File: src/rtl/bibi_demux_if.sv
// Handshake/bus bundle for the two-bank digit-pair loader.
// BIBI_DEMUX_DEC_EN adds the dec pulse after inc.
interface bibi_demux_if;
  logic       cc;
  logic       start;
  logic       inc;
`ifdef BIBI_DEMUX_DEC_EN
  logic       dec;
`endif
  logic       nxt;
  logic       abort;
  logic [3:0] Borrow;
  logic [3:0] Borrowf;
  logic [3:0] Borrow1;
  logic [3:0] Borrowf1;
  logic       busy;
  logic       done;

  modport master (
    output cc, start, inc,
`ifdef BIBI_DEMUX_DEC_EN
    output dec,
`endif
    output nxt, abort,
    input  Borrow, Borrowf, Borrow1, Borrowf1, busy, done
  );

  modport slave (
    input  cc, start, inc,
`ifdef BIBI_DEMUX_DEC_EN
    input  dec,
`endif
    input  nxt, abort,
    output Borrow, Borrowf, Borrow1, Borrowf1, busy, done
  );
endinterface

File: src/rtl/bibi_demux.sv
// Write side of the two-bank display mux: edits one BCD digit pair per session.
// Optional macro BIBI_DEMUX_DEC_EN enables digit decrement via bus.dec.
module bibi_demux #(
  parameter int ONES_MAX = 9,
  parameter int TENS_MAX = 5
) (
  input  logic         clk,
  input  logic         rst,
  bibi_demux_if.slave  bus
);
  localparam logic [3:0] OMAX = 4'(ONES_MAX);
  localparam logic [3:0] TMAX = 4'(TENS_MAX);

  typedef enum logic [1:0] {IDLE, ED_ONES, ED_TENS, COMMIT} state_t;

  state_t                 state, state_n;
  logic [3:0]             w0, w0_n, w1, w1_n;
  logic                   bnk, bnk_n;
  logic [1:0][1:0][3:0]   bank;   // [bank][0=ones,1=tens]
  logic                   busy_q, done_q;
  logic                   up, dn;

`ifdef BIBI_DEMUX_DEC_EN
  // inc and dec together cancel out
  assign up = bus.inc & ~bus.dec;
  assign dn = bus.dec & ~bus.inc;
`else
  assign up = bus.inc;
  assign dn = 1'b0;
`endif

  function automatic logic [3:0] step_dig(input logic [3:0] v, input logic [3:0] mx,
                                          input logic u, input logic d);
    if (u) return (v == mx)    ? 4'd0 : v + 4'd1;
    if (d) return (v == 4'd0)  ? mx   : v - 4'd1;
    return v;
  endfunction

  always_comb begin
    state_n = state;
    w0_n    = w0;
    w1_n    = w1;
    bnk_n   = bnk;
    case (state)
      IDLE: if (bus.start) begin
        bnk_n   = bus.cc;
        w0_n    = bank[bus.cc][0];
        w1_n    = bank[bus.cc][1];
        state_n = ED_ONES;
      end
      ED_ONES: if (bus.abort) state_n = IDLE;
               else begin
                 w0_n = step_dig(w0, OMAX, up, dn);
                 if (bus.nxt) state_n = ED_TENS;
               end
      ED_TENS: if (bus.abort) state_n = IDLE;
               else begin
                 w1_n = step_dig(w1, TMAX, up, dn);
                 if (bus.nxt) state_n = COMMIT;
               end
      COMMIT:  state_n = IDLE;
      default: state_n = IDLE;
    endcase
  end

  always_ff @(posedge clk) begin
    if (rst) begin
      state  <= IDLE;
      w0     <= '0;
      w1     <= '0;
      bnk    <= 1'b0;
      bank   <= '0;
      busy_q <= 1'b0;
      done_q <= 1'b0;
    end else begin
      state  <= state_n;
      w0     <= w0_n;
      w1     <= w1_n;
      bnk    <= bnk_n;
      busy_q <= (state_n != IDLE);
      done_q <= (state == COMMIT);
      // banks only change here, so the edit in progress never shows on the outputs
      if (state == COMMIT) bank[bnk] <= {w1, w0};
    end
  end

  assign bus.Borrow   = bank[0][0];
  assign bus.Borrowf  = bank[0][1];
  assign bus.Borrow1  = bank[1][0];
  assign bus.Borrowf1 = bank[1][1];
  assign bus.busy     = busy_q;
  assign bus.done     = done_q;
endmodule

File: src/flat_wrapper.sv
// flat-port wrapper written by rule: the top's interface ports become plain ports
module bibi_demux_flat 
#(
  parameter int ONES_MAX = 9,
  parameter int TENS_MAX = 5
)
  (clk, rst, bus_cc, bus_start, bus_inc, bus_nxt, bus_abort, bus_Borrow, bus_Borrowf, bus_Borrow1, bus_Borrowf1, bus_busy, bus_done);
  bibi_demux_if bus_i ();
  input  logic clk;
  input  logic rst;
  input wire logic [$bits(bus_i.cc)-1:0] bus_cc;
  input wire logic [$bits(bus_i.start)-1:0] bus_start;
  input wire logic [$bits(bus_i.inc)-1:0] bus_inc;
  input wire logic [$bits(bus_i.nxt)-1:0] bus_nxt;
  input wire logic [$bits(bus_i.abort)-1:0] bus_abort;
  output wire logic [$bits(bus_i.Borrow)-1:0] bus_Borrow;
  output wire logic [$bits(bus_i.Borrowf)-1:0] bus_Borrowf;
  output wire logic [$bits(bus_i.Borrow1)-1:0] bus_Borrow1;
  output wire logic [$bits(bus_i.Borrowf1)-1:0] bus_Borrowf1;
  output wire logic [$bits(bus_i.busy)-1:0] bus_busy;
  output wire logic [$bits(bus_i.done)-1:0] bus_done;
  assign bus_i.cc = bus_cc;
  assign bus_i.start = bus_start;
  assign bus_i.inc = bus_inc;
  assign bus_i.nxt = bus_nxt;
  assign bus_i.abort = bus_abort;
  assign bus_Borrow = bus_i.Borrow;
  assign bus_Borrowf = bus_i.Borrowf;
  assign bus_Borrow1 = bus_i.Borrow1;
  assign bus_Borrowf1 = bus_i.Borrowf1;
  assign bus_busy = bus_i.busy;
  assign bus_done = bus_i.done;
  bibi_demux #(.ONES_MAX(ONES_MAX), .TENS_MAX(TENS_MAX)) u_core (.clk(clk), .rst(rst), .bus(bus_i));
endmodule
File: config.mk
export PLATFORM = sky130hd
export DESIGN_NAME = bibi_demux_flat
export DESIGN_NICKNAME = d
export VERILOG_FILES = /design/src/rtl/bibi_demux_if.sv /design/src/rtl/bibi_demux.sv /design/src/flat_wrapper.sv
export SDC_FILE = /design/constraint.sdc
export NUM_CORES = 1
export LEC_CHECK = 0
export CAP_MARGIN = 20
export CORE_ASPECT_RATIO = 0.7
export CORE_MARGIN = 2
export CORE_UTILIZATION = 46
export CTS_CLUSTER_DIAMETER = 40
export CTS_CLUSTER_SIZE = 28
export DETAILED_ROUTE_END_ITERATION = 8
export PLACE_DENSITY = 0.84
export SYNTH_ARGS = -nofsm -noshare
export SYNTH_HDL_FRONTEND = slang
export SYNTH_SLANG_ARGS = --single-unit
File: constraint.sdc
create_clock -name clk -period 1.7 [get_ports clk]
set_clock_uncertainty 0.15 [all_clocks]
set_input_delay 0.51 -clock clk [delete_from_list [all_inputs] [get_ports clk]]
set_output_delay 0.51 -clock clk [all_outputs]
set_load 0.01 [all_outputs]
==> results.yml, run 1 <==
outcome:
  status: "complete, no violations"
final_layout:
  fin_nets: 194
  most-common-layout-cells: "dfxtp_1 (28), nor2_1 (21), mux2i_1 (21)"
  fin_cells: 224
  drive_gt1_frac: 0.1596
  n_antenna_cell: 0
  stdcell_area_sq_um: 1856
  area_growth_pct: 37.19
  final_core_util: 0.6621
  final_common_cell: "dfxtp_1"
synth:
  syn_area_sq_um: 1353
  async_flop_share: 0
  yosys_warnings: 0
  synth_nets: 162
  syn_inst: 155
  ys.flop_type: "dfxtp_1"
  synth.avg_cell_area_sq_um: 8.726
  ys_seq_area_frac: 0.4292
  ys_ff_latch: 29
  synth_edf_count: 0
  synth_cell_type_count: 32
timing:
  worst_pin_slew_ns: 0.3108
  whs_ns: 0.3391
  maxSlewHeadroom: 0.7906
  timing_hold_violations_final: 0
  setup_ws_ns: 0.04038
  fin_crit_sh: 0.9762
  setup_tns_ns: 0
  fin_crit_ns: 1.660
  drv_slew: 0
  setup_viol: 0
  fmax_mhz: 602.5
route:
  ant_nets: 0
  drc: 0
  first_iter_violations: 85
  vias_per_cell: 5.665
  vias: 1269
  first_pass_iters: 4
  routedWlPerCell_microns: 15.58
  totalWireLength_mm: 3.491
critical_path:
  critPathMaxFanout: 6
  critPathRequiredTime_ns: 1.77
  endpoint_kind: "register"
  crit_type: "input pin to register"
  arrival_ns: 1.73
  crit_path_start_kind: "input pin"
power_and_ir_drop:
  intPower_mw: 1.244
  p_per_area_nw_per_um2: 868.2
  sw_frac_of_total: 0.2277
  power_mw: 1.611
  sequentialPowerShare: 0.440
  ir_drop_mv: 0.7165
  p_comb_frac: 0.092
  p_sw_mw: 0.3669
  p_leak_nw: 0.9093
  clockPowerShare: 0.467
clock_tree:
  clk_latency_ns: 0.29
  clk_pin_slew_worst_paths_ns: 0.06
  cts_buffers: 5
  clockBufferDepth: 2
  clock_sinks: 29
  cts_tree: "yes"
  h-tree-depth: 2
  cts_hold_buf: 0
  cts_root_buffer: "clkbuf_8"
placed_design:
  dp_cells: 213
  placed_cell_area_sq_um: 1668
  dp_slack_ns: -0.5503
  place.gp.congestion: 0.8632
  dp_hpwl_mm: 2.348
  numPortBuffers: 24
floorplanning:
  pin_count: 25
  core_area_sq_um: 2803
  fp-row-count: 16
  initial_core_util: 0.4826
  fp.dieH_microns: 49.37
  dieArea_sq_um: 3397
  die_w_microns: 68.81
global_routing:
  antenna_found_initial: 0
  grt_pass1_wl_mm: 5.526
  grt_usage: 0.2240
  overflow: 0
  first_global_vias: 1193
  grt_max_degree: 12
min_path:
  min_path_type: "register to register"
flow_run:
  drv_cap: 0
sequential cells by signal (all words and copies together), names as in the netlist:
name,count
u_core.bus.done,1
u_core.bus.busy,1
u_core.w1,4
u_core.w0,4
u_core.bus.Borrow,4
u_core.bus.Borrowf,4
u_core.bus.Borrowf1,4
u_core.bnk,1
u_core.bus.Borrow1,4
u_core.state,2
path summary, 6_finish.rpt:
path	slack (ns)	start	endpoint	depth (start not counted)
hold / removal	0.34	u_core.bnk$_SDFFE_PP0P_	u_core.bnk$_SDFFE_PP0P_	2
setup / recovery	0.04	bus_inc	u_core.w0[0]$_SDFFE_PP0P_	5
setup reg to reg	0.07	u_core.state[1]$_SDFF_PP0_	u_core.w0[0]$_SDFFE_PP0P_	4
hold reg to reg	0.34	u_core.bnk$_SDFFE_PP0P_	u_core.bnk$_SDFFE_PP0P_	2
cell usage after synthesis (all sizes together), types with 3 or more instances:
cell / n / share of area
nor2b: 3 / 0.014
a31oi: 4 / 0.018
dfxtp: 29 / 0.43
nor3: 5 / 0.018
clkbuf: 6 / 0.017
o21ai: 8 / 0.030
nand2b: 6 / 0.028
nand2: 13 / 0.036
buf: 6 / 0.026
nor2: 21 / 0.058
mux2i: 22 / 0.16
a21oi: 11 / 0.041
final cells by class:
cell class / count / area (sq um)
Multi-Input combinational cell: 113 / 755.7
Timing Repair Buffer: 37 / 352.8
Inverter: 1 / 3.754
Clock inverter: 1 / 30.03
Sequential cell: 29 / 581.8
Tap cell: 36 / 45.04
Clock buffer: 7 / 86.33
Fill cell: 245 / 947.2
layer usage:
| metal | part of all wire | routed length, microns | global-route usage |
|---|---|---|---|
| met1 | 0.47 | 1645 | 0.2999 |
| met2 | 0.45 | 1568 | 0.3189 |
| met3 | 0.056 | 194 | 0.06467 |
| met4 | 0.023 | 82 | 0.1242 |
| met5 | 0 | 0 | 0 |
critical path, cell delays in order:
cell,delay (ns)
clkdlybuf4s50_1,0.51
nand2b_4,0.09
o21a_4,0.22
a211o_1,0.29
a21oi_2,0.11
kinds of logic (layout without fill, tap and decap cells):
logic type             after synthesis  after routing  share of synthesized area
AOI/OAI and AO/OA                   36             36                     0.1711
buffers and inverters               13             46                    0.04532
DFF                                 29             29                     0.4292
muxes                               22             22                     0.1628
and+or+nand+nor                     55             55                     0.1915
power groups by stage:
stage / sequential, mW / combinational, mW / clock [mW]
2_1_floorplan: 0.714 / 0.0823 / 0
3_3_place_gp: 0.721 / 0.119 / 0
3_5_place_dp: 0.723 / 0.124 / 0
4_1_cts: 0.708 / 0.136 / 0.765
5_1_grt: 0.711 / 0.159 / 0.794
6_report: 0.710 / 0.148 / 0.753
timing repair:
item,CTS,global route
cloned,0,1
gates resized for setup,28,6
endpoints found under the setup margin,26,5
pin swaps,3,0
buffers inserted,1,1
No activity file was read; power rests on OpenSTA's default activity.
==> run 2, diff against run 1 <==
CORE_ASPECT_RATIO = not set   (was 0.7)
==> run 2 against run 1 <==
Effect of this change: core utilization down 4.1 points; power down 21%; sequential power about the same; global-route usage down 1.9 points; routed wire length down 8.0%; largest cell class unchanged; non-clock buffer count down 4; sequential cell count unchanged; critical path depth unchanged; design area down 6.9%.
==> results.yml, run 2 (synthesis results as in run 1) <==
clock_tree:
  clockBufferDepth: 2
  post-cts-setup-buffer-count: 0
  cts_hold_buf: 0
  clock_sinks: 29
  clk_pin_slew_worst_paths_ns: 0.10
  h-tree-depth: 2
  cts_buffers: 5
  cts_root_buffer: "clkbuf_4"
  cts_tree: "yes"
  clk_latency_ns: 0.34
timing:
  maxSlewHeadroom: 0.8051
  timing_hold_violations_final: 0
  rsz0062_at_grt: "no"
  drv_slew: 0
  setup_viol: 0
  setup_ws_ns: 0.02097
  fin_crit_ns: 1.679
  worst_pin_slew_ns: 0.2904
  fmax_mhz: 595.6
  fin_crit_sh: 0.9877
route:
  first_pass_iters: 4
  drc: 0
  wirelength_met1_mm: 1.437
  dr.max_layer_used: "met4"
  vias_per_cell: 5.617
  routedWlPerCell_microns: 15.00
  first_iter_violations: 39
  totalWireLength_mm: 3.211
  ant_nets: 0
  routed-wl-met2_mm: 1.466
  vias: 1202
  dr_wl_met3_microns: 228
global_routing:
  first_global_vias: 1075
  antenna_found_initial: 0
  grt_pass1_wl_mm: 5.071
  overflow: 0
  grt_usage: 0.2051
  grt_max_degree: 14
placed_design:
  numPortBuffers: 24
  dp_slack_ns: -0.5143
  place.gp.congestion: 0.8531
  dp_hpwl_mm: 2.230
critical_path:
  crit_path_start_kind: "input pin"
  critPathRequiredTime_ns: 1.78
  crit_type: "input pin to register"
  arrival_ns: 1.76
  endpoint_kind: "register"
  critPathMaxFanout: 10
  reg2regPathDepth: 4
  cpPeakStageDelay_ns: 0.50
  crit_chain: "clkdlybuf4s50_1 > buf_12 > mux2i_2 > nor4_4 > a221o_1"
  slowest_stage: "clkdlybuf4s50_1"
outcome:
  status: "complete, no violations"
power_and_ir_drop:
  power_mw: 1.271
  p_per_area_nw_per_um2: 735.6
  p_leak_nw: 0.8285
  ir_drop_mv: 0.6738
final_layout:
  area_growth_pct: 27.75
  seqCellArea_sq_um: 585.6
  fin_nets: 190
  drive_gt1_frac: 0.1421
  most-common-layout-cells: "dfxtp_1 (25), nor2_1 (21), mux2i_1 (21)"
  n_antenna_cell: 0
  final_common_cell: "dfxtp_1"
  multi_input_area_sq_um: 742.0
  fillers: 253
floorplanning:
  die_w_microns: 58.23
  fp-row-count: 19
  core_area_sq_um: 2781
  initial_core_util: 0.4863
  dieArea_sq_um: 3390
  fp.dieH_microns: 58.23
  pin_count: 25
min_path:
  min_path_cells: 2
  min_path_type: "register to register"
flow_run:
  drv_cap: 0
[run 2: cell types whose count changed in the layout (fill, tap and decap cells not counted), sizes merged]
cell           delta
buf               -3
clkdlybuf4s15     +2
clkdlybuf4s50     +2
dlygate4sd2       -2
dlymetal6s2s      -2
bufinv            -1
clkbuf            -1
[run 2: final cells by class]
cell class / count / share of cell area
Clock buffer: 7 / 0.03186
Inverter: 1 / 0.002172
Multi-Input combinational cell: 113 / 0.4294
Sequential cell: 29 / 0.3389
Tap cell: 31 / 0.02245
Timing Repair Buffer: 33 / 0.1752
[run 2: worst max-delay path, delay by kind of cell]
family / cells / cell delay [ns]
AO/OA/AOI/OAI: 1 / 0.26
buffers and inverters: 2 / 0.65
multiplexers: 1 / 0.27
AND/OR/NAND/NOR: 1 / 0.06
[run 2: metrics by stage]
stage / hold WS (ns) / TNS, ns / instance area (sq um) / utilization / instances
detailed placement: 0.3153 / -4.292 / 1654 / 0.5947 / 207
global placement: 0.3183 / -3.796 / 1654 / 0.5947 / 207
CTS: 0.3270 / 0 / 1713 / 0.6158 / 214
finish: 0.3294 / 0 / 1728 / 0.6212 / 214
global route: 0.3564 / 0 / 1728 / 0.6212 / 214
floorplan: 0.2949 / 0 / 1353 / - / 155
[run 2: worst paths after layout]
kind,from,to,slack [ns]
max reg2reg,u_core.state[0]$_SDFF_PP0_,u_core.w0[0]$_SDFFE_PP0P_,0.10
min,u_core.bnk$_SDFFE_PP0P_,u_core.bnk$_SDFFE_PP0P_,0.33
max,bus_cc,u_core.w0[3]$_SDFFE_PP0P_,0.02
min reg2reg,u_core.bnk$_SDFFE_PP0P_,u_core.bnk$_SDFFE_PP0P_,0.33
[run 2: metal layers]
layer / track usage / up-vias
li1: - / 601
met1: 0.2483 / 554
met2: 0.3166 / 37
met3: 0.09598 / 10
met4: 0.07973 / 0
met5: 0 / -
[run 2: repair_timing]
| item | CTS | global route |
|---|---|---|
| pin swaps | 0 | 0 |
| setup endpoints to repair | 26 | 10 |
| gates resized for setup | 26 | 8 |
| endpoints found under the hold margin | 0 | 0 |
[run 2: power breakdown]
| part | switching (mW) | leakage [nW] | internal, mW |
|---|---|---|---|
| logic | 0.0657 | 0.561 | 0.0640 |
| clock network | 0.238 | 0.0314 | 0.195 |
| registers | 0.0180 | 0.236 | 0.691 |
| total | 0.321 | 0.828 | 0.950 |
==> run 3, diff against run 2 <==
CTS_CLUSTER_SIZE = 20   (was 28)
==> results of run 3 <==
Final layout, timing and power as in run 2 (identical DEF).
==> RTL edit 1, RTL diff (config.mk and constraints of run 1) <==
Make the reset (`rst`) asynchronous in one clocked block.
--- a/src/rtl/bibi_demux.sv
+++ b/src/rtl/bibi_demux.sv
@@ -63,7 +63,7 @@
     endcase
   end
 
-  always_ff @(posedge clk) begin
+  always_ff @(posedge clk or posedge rst) begin
     if (rst) begin
       state  <= IDLE;
       w0     <= '0;
Formal check against the unedited RTL: differs if rst is asserted again (counterexample within 4 cycles, from zero or initial values and one cycle with rst high); with rst held inactive, the same outputs for 10 cycles.
==> RTL edit 1 against run 1 <==
- cell area decreased by 0.34%
- area after synthesis grew 4.7%
- sequential cell count unchanged
- highest routed layer unchanged
- largest cell class is now registers
- critical path type unchanged
- routed wire length is 8.0% lower
- global-route usage shrank 1.5 points
- setup slack improved by 0.013 ns
Power is not compared: it rests on default switching activity, and its combinational part moved more than twofold at a synthesized area within 25%.
==> RTL edit 1: results (changes against run 1) <==
- DP HPWL: 2130 um (-9.2%)
- Outcome: complete, no violations
- Area post-placement: 1730 um2 (+3.9%)
- RR Startpoint: u_core.state[1]$_DFF_PP0_
- Largest net degree at the start of global routing: 30 (+18)
- DR vias/cell: 5.64 (-0.36%)
- Flop-to-flop setup slack: 0.16 ns (+0.09 ns)
- Unique cell type count in the Yosys netlist: 33 (+3.1%)
- Crit. Startpoint: bus_abort
- Vias in the first global route: 1,168 (-2.1%)
- Sequential share of the synthesized area: 0.512 (+0.0831)
- Synth area leaders: dfrtp_1, mux2_2, o21ai_0, mux2i_1, nand2_1
- Syn_nets: 134 (-17%)
- Final Net Count: 168 (-13%)
- Gr usage total: 0.209 (-0.0150)
- Commonest cells post-synth: dfrtp_1, mux2_2, nand2_1, o21ai_0, a21oi_1
- DR iter-0 viols: 45 (-47%)
- Worst r2r path cells: 4 (unchanged)
- RR Endpoint: u_core.w0[3]$_DFFE_PP0P_
- FFs w/ async S/R, synth: 1.00 (+1.00)
- Final wirelength: 3210 um (-8.0%)
- Maximum vdd ir drop: 0.700 mV
- Setup WS pre-CTS: -0.432 ns (+0.118 ns)
- Final GP Congestion: 0.865 (+0.19%)
- H-tree levels: 2 (unchanged)
- WHS Endpoint: u_core.bus.Borrowf[3]$_DFFE_PP0P_
- Layout cells sized above 1: 0.236 (+0.0765)
- CP max FO: 3 (-3)
- First-pass GRT wire length: 5600 um (+1.2%)
- Relative slew slack: 0.803 (+0.0124)
- Final worst path period share: 0.969 (-0.00745)
- Filler Cell Count: 228 (-6.9%)
- Hold path start: u_core.bus.Borrowf[3]$_DFFE_PP0P_
==> RTL edit 1: per-stage QoR <==
step	hold slack [ns]	total power, W	std cells
final	0.347	0.00245	197
after global routing	0.389	0.00262	197
after CTS	0.350	0.00246	196
after detailed placement	0.342	0.00195	188
after global placement	0.335	0.00190	188
after floorplan	0.372	0.00155	127
==> RTL edit 1: repair_timing <==
item | 4_1_cts | 5_1_grt
resized for setup | 23 | 2
setup endpoints to repair | 26 | 8
cloned | 1 | 0
hold buffers | 0 | 0
buffers inserted | 0 | 2
==> RTL edit 1: final cells by class <==
type	instances	area, um2	area share
sequential	29	726	0.392
multi-input combinational	89	652	0.353
timing repair buffer	31	322	0.174
clock buffer	7	86.3	0.0467
tap	36	45.0	0.0244
inverter	5	18.8	0.0101
==> RTL edit 1: power by group <==
part           internal, W  switching, W
clock             0.000320      0.000240
sequential        0.000891      0.000225
combinational     0.000422      0.000355
==> RTL edit 1: cells by family (layout without fill, tap and decap cells) <==
logic type / count (synthesis) / in the layout / synth area share
AND/OR/NAND/NOR: 34 / 34 / 0.133
AO/OA/AOI/OAI: 36 / 36 / 0.172
multiplexers: 19 / 19 / 0.147
buffers and inverters: 9 / 43 / 0.0353
flip-flops: 29 / 29 / 0.512
==> RTL edit 1: layer usage <==
layer | GRT usage | vias to the layer above | part of all wire
met4 | 0.0705 | 0 | 0.0053
li1 | - | 523 | -
met1 | 0.273 | 534 | 0.46
met5 | 0 | - | 0
met2 | 0.325 | 51 | 0.46
met3 | 0.0743 | 4 | 0.076
==> RTL edit 1: critical path, stage by stage <==
cell and delay, ns:
clkdlybuf4s50_1 0.50, buf_4 0.13, a2bb2oi_1 0.16, o32ai_1 0.12, or2_1 0.23
==> RTL edit 2, RTL diff (config.mk and constraints of run 1) <==
Made on the original files. `ONES_MAX` is set to 9 in 2 places; all go to 4.
--- a/src/rtl/bibi_demux.sv
+++ b/src/rtl/bibi_demux.sv
@@ -1,7 +1,7 @@
 // Write side of the two-bank display mux: edits one BCD digit pair per session.
 // Optional macro BIBI_DEMUX_DEC_EN enables digit decrement via bus.dec.
 module bibi_demux #(
-  parameter int ONES_MAX = 9,
+  parameter int ONES_MAX = 4,
   parameter int TENS_MAX = 5
 ) (
   input  logic         clk,
--- a/src/flat_wrapper.sv
+++ b/src/flat_wrapper.sv
@@ -1,7 +1,7 @@
 // flat-port wrapper written by rule: the top's interface ports become plain ports
 module bibi_demux_flat 
 #(
-  parameter int ONES_MAX = 9,
+  parameter int ONES_MAX = 4,
   parameter int TENS_MAX = 5
 )
   (clk, rst, bus_cc, bus_start, bus_inc, bus_nxt, bus_abort, bus_Borrow, bus_Borrowf, bus_Borrow1, bus_Borrowf1, bus_busy, bus_done);
Check against the original RTL: not equivalent (Yosys sat finds a counterexample within 10 cycles, from zero or initial values and one cycle with rst high).
==> RTL edit 2 against run 1 <==
- combinational power is 20% higher
- maximum frequency is 1.7% higher
- cell area is 6.9% higher
- sequential cell count stayed put
- area after synthesis is 7.7% higher
- setup slack better by 0.027 ns
- routed wire length is 9.1% higher
- total power is 9.7% lower
- critical endpoint is now u_core.bus.busy$_SDFF_PP0_
- largest cell class unchanged
- highest routed layer unchanged
==> RTL edit 2: results (changes against run 1) <==
- DP HPWL: 2610 um (+11%)
- CP max FO: 14 (+8)
- DR iter-0 viols: 69 (-19%)
- P_seq: 0.000697 W (-2%)
- Non-clock inverter count: 5 (+4)
- Seq area share: 0.293 (-0.0202)
- Outcome: complete, no violations
- Non-clock buffer count: 45 (+22%)
- Sw Share: 0.243 (+0.0157)
- Average cell area after synthesis: 9.58 um2 (+9.8%)
- Slowest CP cell: or4bb_1
- Largest net degree at the start of global routing: 15 (+3)
- Vias: 1,343 (+5.8%)
- DR WL met2: 1930 um (+23%)
- Worst hold margin: 0.358 ns (+0.0187 ns)
- Gr usage total: 0.236 (+0.0124)
- Met2 Resource Use GR: 0.407 (+0.0885)
- Hold path start: u_core.bus.Borrow1[2]$_SDFFE_PP0P_
- Unique cell type count in the Yosys netlist: 49 (+53%)
- WP data arrival: 1.70 ns (-0.03 ns)
- Path type of the worst setup path: reg2reg
- Multi-input gate area: 865 um2 (+14%)
- Met1 Usage GRT: 0.264 (-0.0357)
- Tightest Pin Transition: 0.347 ns (+0.0362 ns)
- Leak: 0.961 nW (+5.7%)
- Final GP Congestion: 0.776 (-10%)
- WL met3: 156 um (-20%)
- Setup WS pre-CTS: -0.617 ns (-0.0668 ns)
- Post-route insts no fill: 232 (+3.6%)
- Commonest cells post-synth: dfxtp_1, mux2i_1, nor2_1
- Post-layout min period: 1.63 ns (-0.0271 ns)
- Comb power frac: 0.122 (+0.030)
- Syn_nets: 161 (-0.62%)
- Final Net Count: 203 (+4.6%)
- Placed insts: 223 (+4.7%)
- Setup crit end: u_core.bus.busy$_SDFF_PP0_
- RR Endpoint: u_core.bus.busy$_SDFF_PP0_
- Vias in the first global route: 1,332 (+12%)
- Clock buf/inv share: 0.0435 (-0.0192)
- Final wirelength: 3810 um (+9.1%)
- Multi-input gates: 108 (-4.4%)
-- RTL edit 2: cell families after synthesis --
family | Yosys count | synth area share
and+or+nand+nor | 54 | 0.223
muxes | 23 | 0.160
AOI/OAI and AO/OA | 28 | 0.146
buffers and inverters | 16 | 0.0558
DFF | 29 | 0.399
adders and majority gates | 2 | 0.0172
-- RTL edit 2: through the flow --
step | util | total power, W | cell area (um2)
floorplan | - | 0.000802 | 1460
global placement | 0.594 | 0.000860 | 1830
detailed placement | 0.594 | 0.000867 | 1830
CTS | 0.632 | 0.00145 | 1950
global route | 0.643 | 0.00151 | 1980
finish | 0.643 | 0.00145 | 1980
-- RTL edit 2: worst reg2reg max path, delay by kind of cell, from the launching register on --
| kind | cells | cell delay [ns] |
|---|---|---|
| AND/OR/NAND/NOR | 1 | 0.52 |
| buffers and inverters | 1 | 0.18 |
| flip-flops | 1 | 0.37 |
| AO/OA/AOI/OAI | 2 | 0.34 |
